File: config.mk
export PLATFORM = sky130hd
export DESIGN_NAME = mem_bus_arbiter
export DESIGN_NICKNAME = d
export VERILOG_FILES = /design/src/rtl/mem_bus_arbiter.sv
export SDC_FILE = /design/constraint.sdc
export NUM_CORES = 1
export LEC_CHECK = 0
export CORE_ASPECT_RATIO = 0.7
export CORE_MARGIN = 2
export CORE_UTILIZATION = 36
export DETAILED_ROUTE_END_ITERATION = 7
export PLACE_DENSITY = 0.81
export SKIP_LAST_GASP = 1
export SYNTH_ARGS = -nofsm -noshare
export SYNTH_HDL_FRONTEND = slang
export SYNTH_SLANG_ARGS = --single-unit
File: constraint.sdc
create_clock -name clk -period 2.12 [get_ports clk]
set_input_delay 0.636 -clock clk [delete_from_list [all_inputs] [get_ports clk]]
set_output_delay 0.636 -clock clk [all_outputs]
set_load 0.005 [all_outputs]
File: src/rtl/mem_bus_arbiter.sv
// Arbitrates one SRAM-like memory port between instruction fetch and data requesters.
// Data has priority; a streak counter forces a fetch grant after MAX_D_STREAK data grants.
module mem_bus_arbiter #(
  parameter int unsigned ADDR_W       = 32,
  parameter int unsigned DATA_W       = 32,
  parameter int unsigned MAX_D_STREAK = 4
) (
  input  logic              clk,
  input  logic              resetn,
  input  logic              i_req,
  input  logic [ADDR_W-1:0] i_addr,
  output logic              i_addr_ok,
  output logic              i_data_ok,
  output logic [DATA_W-1:0] i_rdata,
  input  logic              d_req,
  input  logic              d_wr,
  input  logic [1:0]        d_size,
  input  logic [ADDR_W-1:0] d_addr,
  input  logic [DATA_W-1:0] d_wdata,
  output logic              d_addr_ok,
  output logic              d_data_ok,
  output logic [DATA_W-1:0] d_rdata,
  output logic              m_req,
  output logic              m_wr,
  output logic [1:0]        m_size,
  output logic [ADDR_W-1:0] m_addr,
  output logic [DATA_W-1:0] m_wdata,
  input  logic              m_addr_ok,
  input  logic              m_data_ok,
  input  logic [DATA_W-1:0] m_rdata
);

  localparam int unsigned STREAK_W = (MAX_D_STREAK < 1) ? 1 : $clog2(MAX_D_STREAK + 1);
  localparam logic [STREAK_W-1:0] STREAK_MAX = STREAK_W'(MAX_D_STREAK);

  typedef enum logic [1:0] {S_IDLE, S_ADDR, S_WAIT} state_t;
  typedef enum logic [1:0] {OWN_NONE, OWN_I, OWN_D} owner_t;

  state_t              state, state_next;
  owner_t              owner, owner_next;
  logic [STREAK_W-1:0] streak, streak_next;
  logic                lat_wr, lat_wr_next;
  logic [1:0]          lat_size, lat_size_next;
  logic [ADDR_W-1:0]   lat_addr, lat_addr_next;
  logic [DATA_W-1:0]   lat_wdata, lat_wdata_next;
  logic                grant_i, grant_d;

  // State and latched-request registers
  always_ff @(posedge clk) begin
    if (!resetn) begin
      state     <= S_IDLE;
      owner     <= OWN_NONE;
      streak    <= '0;
      lat_wr    <= 1'b0;
      lat_size  <= 2'd0;
      lat_addr  <= '0;
      lat_wdata <= '0;
    end else begin
      state     <= state_next;
      owner     <= owner_next;
      streak    <= streak_next;
      lat_wr    <= lat_wr_next;
      lat_size  <= lat_size_next;
      lat_addr  <= lat_addr_next;
      lat_wdata <= lat_wdata_next;
    end
  end

  // Grant, next-state and handshake outputs
  always_comb begin
    state_next     = state;
    owner_next     = owner;
    streak_next    = streak;
    lat_wr_next    = lat_wr;
    lat_size_next  = lat_size;
    lat_addr_next  = lat_addr;
    lat_wdata_next = lat_wdata;
    grant_i        = 1'b0;
    grant_d        = 1'b0;
    i_addr_ok      = 1'b0;
    d_addr_ok      = 1'b0;
    i_data_ok      = 1'b0;
    d_data_ok      = 1'b0;

    case (state)
      S_IDLE: begin
        if (d_req && !(i_req && streak == STREAK_MAX)) begin
          grant_d = 1'b1;
        end else if (i_req) begin
          grant_i = 1'b1;
        end
        if (grant_d) begin
          lat_wr_next    = d_wr;
          lat_size_next  = d_size;
          lat_addr_next  = d_addr;
          lat_wdata_next = d_wdata;
          owner_next     = OWN_D;
          state_next     = S_ADDR;
        end else if (grant_i) begin
          lat_wr_next    = 1'b0;
          lat_size_next  = 2'd2;
          lat_addr_next  = i_addr;
          lat_wdata_next = '0;
          owner_next     = OWN_I;
          state_next     = S_ADDR;
        end
      end
      S_ADDR: begin
        if (m_addr_ok) state_next = S_WAIT;
      end
      S_WAIT: begin
        i_data_ok = m_data_ok && (owner == OWN_I);
        d_data_ok = m_data_ok && (owner == OWN_D);
        if (m_data_ok) begin
          state_next = S_IDLE;
          owner_next = OWN_NONE;
        end
      end
      default: begin
        state_next = S_IDLE;
        owner_next = OWN_NONE;
      end
    endcase

    // Handshakes are suppressed while reset is asserted
    i_addr_ok = grant_i && resetn;
    d_addr_ok = grant_d && resetn;
    i_data_ok = i_data_ok && resetn;
    d_data_ok = d_data_ok && resetn;

    if (!i_req || grant_i) begin
      streak_next = '0;
    end else if (grant_d && streak != STREAK_MAX) begin
      streak_next = streak + STREAK_W'(1);
    end
  end

  assign m_req   = (state == S_ADDR);
  assign m_wr    = lat_wr;
  assign m_size  = lat_size;
  assign m_addr  = lat_addr;
  assign m_wdata = lat_wdata;
  assign i_rdata = m_rdata;
  assign d_rdata = m_rdata;

endmodule

### After elaboration in Yosys (flattened, before gate mapping)

Index checks and enable logic that the tools add are counted.

* reductions and logical operators: 18
* add/sub/neg operators: 1
* mux-type cells: 24
* bitwise logic cells: 2
* equality and inequality tests: 9

Operators with widths (count)
* 32-bit two-way mux: 4
* 2-bit two-way mux: 7
* 2-bit case mux with 3 select lines: 2
* 1-bit two-way mux: 11
* 1-bit logical AND: 9
* 3-bit != test, second input constant: 2
* 3-bit AND reduction: 2
* 2-bit by 1-bit == test with 1-bit output, second input constant: 2
* 2-bit == test, second input constant: 2
* 3-bit by 1-bit adder with 3-bit output, second input constant: 1
* 3-bit == test, second input constant: 1
* 1-bit zero test: 2
* 2-bit zero test: 1
* 2-bit by 1-bit != test with 1-bit output, second input constant: 1
* 2-bit != test, second input constant: 1
* 1-bit NOT: 2
* 2-bit AND reduction: 1
* 2-bit nonzero test: 1
* 2-bit OR reduction: 1
* 1-bit logical OR: 1

* output and inout bits: 136
* register bits after elaboration: 74

### Depth between registers and ports, before layout

Gate-level depths: netlist (run 1).

* word-level depth: 9
* gate-level depth with buffers: 8
* gate-level depth less buffers: 5

### Worst setup path after synthesis (run 1)

OpenSTA, ideal clock, no wires.

* path type: input to output
* start: input port i_req
* end: output port i_addr_ok
* stages on the path: 4
* setup slack: 100 ps
* data arrival time: 1384 ps
* cell sequence: nand3_1 > buf_2 > clkbuf_1 > a211oi_1

* word-level cells in the longest chain between the ends: 7
* elaborated cells on any way between the ends: 8
* those cells by class: mux (4); reduce/logical (4)

Ends and longest elaborated chain
* start: declaration: line 10 `input logic i_req,`
* 1-bit logical AND: line 87 `if (d_req && !(i_req && streak == STREAK_MAX)) begin`
* 1-bit zero test: line 87
* 1-bit logical AND: line 87
* 1-bit two-way mux *: line 87
* 1-bit two-way mux * (2 in a row): line 85 `case (state)`
* 1-bit logical AND *: line 126 `i_addr_ok = grant_i && resetn;`
* end: declaration: line 12 `output logic i_addr_ok,`

Mark *: on every way between the ends. The rest lies on a longest branch, timed or not. The select of a mux whose other input is x is not followed.

### Final worst setup path (run 1)

* start: register streak[0]
* end: output port d_addr_ok

* word-level cells in the longest chain between the ends: 8

Ends and longest elaborated chain
* start: declaration: line 41 `logic [STREAK_W-1:0] streak, streak_next;`
* start signal: assignment: line 61 `streak <= streak_next;`
* 3-bit == test: line 87
* 1-bit logical AND: line 87
* 1-bit zero test: line 87
* 1-bit logical AND: line 87
* 1-bit two-way mux: line 87
* 1-bit two-way mux (2 in a row): line 85
* 1-bit logical AND: line 127 `d_addr_ok = grant_d && resetn;`
* end: declaration: line 20 `output logic d_addr_ok,`

No other way between the ends. The select of a mux whose other input is x is not followed.

==> results_dict.tcl, run 1 <==
set metrics [dict create \
    cts_sinks 74 \
    grt_pass1_wl_mm 17.5 \
    r2r_start "streak[0]" \
    grt_overflow 0 \
    ir_drop_v 0.000378 \
    ys_seq_elements 74 \
    numCtsBuffers 9 \
    reg2reg_slack_ps 150 \
    die_w_um 131 \
    whs_endpoint "m_wdata[15]" \
    htreeDepth 3 \
    multi_input_area_um2 1920 \
    synthTopCellsByCount "dfxtp_1, a21boi_0, buf_4" \
    rsz0062_at_grt "no" \
    worst_path_largest_cell_delay_ps 310 \
    period_minus_slack_ps 2010 \
    layout-drive-gt1-share_pct 11.1 \
    power_mw 4.21 \
    hold_depth 2 \
    setup_viol 0 \
    status "finished clean" \
    hold_violations 0 \
    crit_chain "inv_2 > ha_4 > nand3_4 > buf_4 > and3_1 > buf_2" \
    timing.rr.end "m_addr[24]" \
    io_buffers 176 \
    maxCapViolCount 0 \
    cts_tree "built" \
    clockRootBuffer "clkbuf_16" \
    drtAntennaViolNets 0 \
    worstPathMaxFanout 2 \
    die-area_um2 12200 \
    grt_use_total_pct 18.0 \
    wire_per_inst_um 15.8 \
    max_slew.worst_pin.slew_ps 697 \
    pin_count 273 \
    yosys.area.top_type "dfxtp_1" \
    nets 700 \
    hold_start "m_wdata[15]" \
    crit_family "buffers and inverters" \
    gp_congestion 0.767 \
    timing.fmax_mhz 497 \
    hold_path.class "reg -> reg" \
    seq_area_frac_synth_pct 36.5 \
    post-dp-hpwl_mm 7.74 \
    powerDensity_nw_per_um2 715 \
    arrival_ps 1380 \
    clock_latency_ps 330 \
    period_share_pct 95.0 \
    start_util_pct 36.9 \
    grt_pass1_vias 3603 \
    path_clk_slew_ps 50 \
    syn_area_um2 4060 \
    dpl_cell_area_um2 5520 \
    critPathBufInv 3 \
    core_area_um2 11000 \
    synthDistinctLibCells 29 \
    skew_ps 6.98 \
    worstSetupPathType "reg -> out" \
    worstPathRequired_ps 1480 \
    critPathCaptureType "output pin" \
    antennaDiodeCount 0 \
    ff2ff_path_depth 7 \
    register_area_um2 1480 \
    die_h_um 92.9 \
    syn2layout_area_growth_pct 45.0 \
    fin_area_um2 5890 \
    drcViolationCount 0 \
    synth-async-reset-ratio_pct 0 \
    vias_per_cell 5.19 \
    post-synth-top-count-cell "dfxtp_1" \
    first_pass_iters 4 \
    fillers 962 \
    wirelength_mm 11.4 \
    synth_warnings 0 \
    slew_violations 0 \
    rows 32 \
    synth_edf_count 0 \
    p_leak_nw 2.31 \
    antenna_found_initial 0 \
    grt_start_max_net_pins 101 \
    via_count 3729 \
    synthesis.nets 600 \
    maxSlewHeadroom_pct 53.6 \
    synthCells 461 \
    drtIter0Drc 104 \
    cp_slowest_cell "dfxtp_1" \
    syn_avg_cell_area_um2 8.82 \
    start_kind "register" \
    cts_buffer_depth 2 \
    synthFlopType "dfxtp_1" \
    yosys.area.top_type_share_pct 36.5 \
    synth.area.top_cells "dfxtp_1, a21boi_0, buf_4" \
]
==> metrics by stage <==
step	std cells	utilization (%)	setup WS, ps	hold WS [ps]	setup TNS (ps)
floorplan	461	-	99.5	440	0
global placement	700	50.2	-695	465	-30020
detailed placement	700	50.2	-716	471	-34050
CTS	717	53.5	-88.8	482	-90.8
global route	719	53.5	34.0	508	0
finish	719	53.5	106	480	0
==> how the worst max path moves through the flow <==
stage / start / endpoint / slack (ps) / depth (start not counted)
2_1_floorplan: i_req / i_addr_ok / 100 / 4
3_3_place_gp: i_req / i_addr_ok / -700 / 5
3_5_place_dp: i_req / i_addr_ok / -720 / 5
4_1_cts: state[1] / i_addr_ok / -90 / 4
5_1_grt: streak[0] / d_addr_ok / 30 / 6
6_report: streak[0] / d_addr_ok / 110 / 6
==> routing by layer <==
layer | global-route usage (%) | up-vias | wire length, um
met1 | 21.2 | 1751 | 4770
met2 | 29.9 | 142 | 5450
met3 | 6.93 | 28 | 895
met4 | 6.12 | 0 | 255
met5 | 0 | - | 0
li1 | - | 1808 | -
==> worst register-to-register path: cells and delay by family (launching register included) <==
| kind | cells | cell delay (ps) |
|---|---|---|
| and+or+nand+nor | 1 | 80 |
| AOI/OAI and AO/OA | 2 | 640 |
| DFF | 1 | 340 |
| adders and majority gates | 1 | 160 |
| buffers and inverters | 3 | 640 |
==> cells in the final DEF, fill, tap and decap left out, drive strengths merged, types with 14 or more instances in the layout <==
master / count
and3: 33
o311a: 32
o21ai: 36
nand3: 37
a21boi: 66
buf: 31
dfxtp: 74
clkbuf: 14
o21bai: 35
clkdlybuf4s50: 167
==> what timing repair did <==
item | 4_1_cts | 5_1_grt
hold buffers | 0 | 0
cloned | 0 | 0
resized for setup | 26 | 6
setup buffers | 2 | 2
setup endpoints to repair | 42 | 4
pin swaps | 3 | 2
==> registers in the layout (all words and copies together), names as in the netlist <==
register and cells:
state 2, m_size 2, owner 2, m_wr 1, m_addr 32, streak 3, m_wdata 32
==> area by class of cell <==
type / count / share of cell area (%)
Timing Repair Buffer: 202 / 33.1
Clock inverter: 4 / 1.23
Clock buffer: 12 / 4.52
Tap cell: 153 / 3.25
Sequential cell: 74 / 25.2
Multi-Input combinational cell: 271 / 32.6
Inverter: 3 / 0.191
==> report_power, final <==
group,internal (mW),switching [mW]
sequential,1.52,0.0620
combinational,0.582,0.357
clock,1.12,0.571
==> logic make-up (layout without fill, tap and decap cells) <==
group	count (synthesis)	count (layout)	synth area share, %
buf+inv	116	221	17.7
simple gates	91	91	12.8
flops	74	74	36.5
fa+ha+maj	2	2	0.616
compound gates	178	178	32.5
Power figures use the tool's default switching activity.
==> inputs of run 2 (changes only) <==
SLEW_MARGIN = 20   (was unset)
==> results of run 2 <==
Final layout, timing and power as in run 1 (identical DEF).
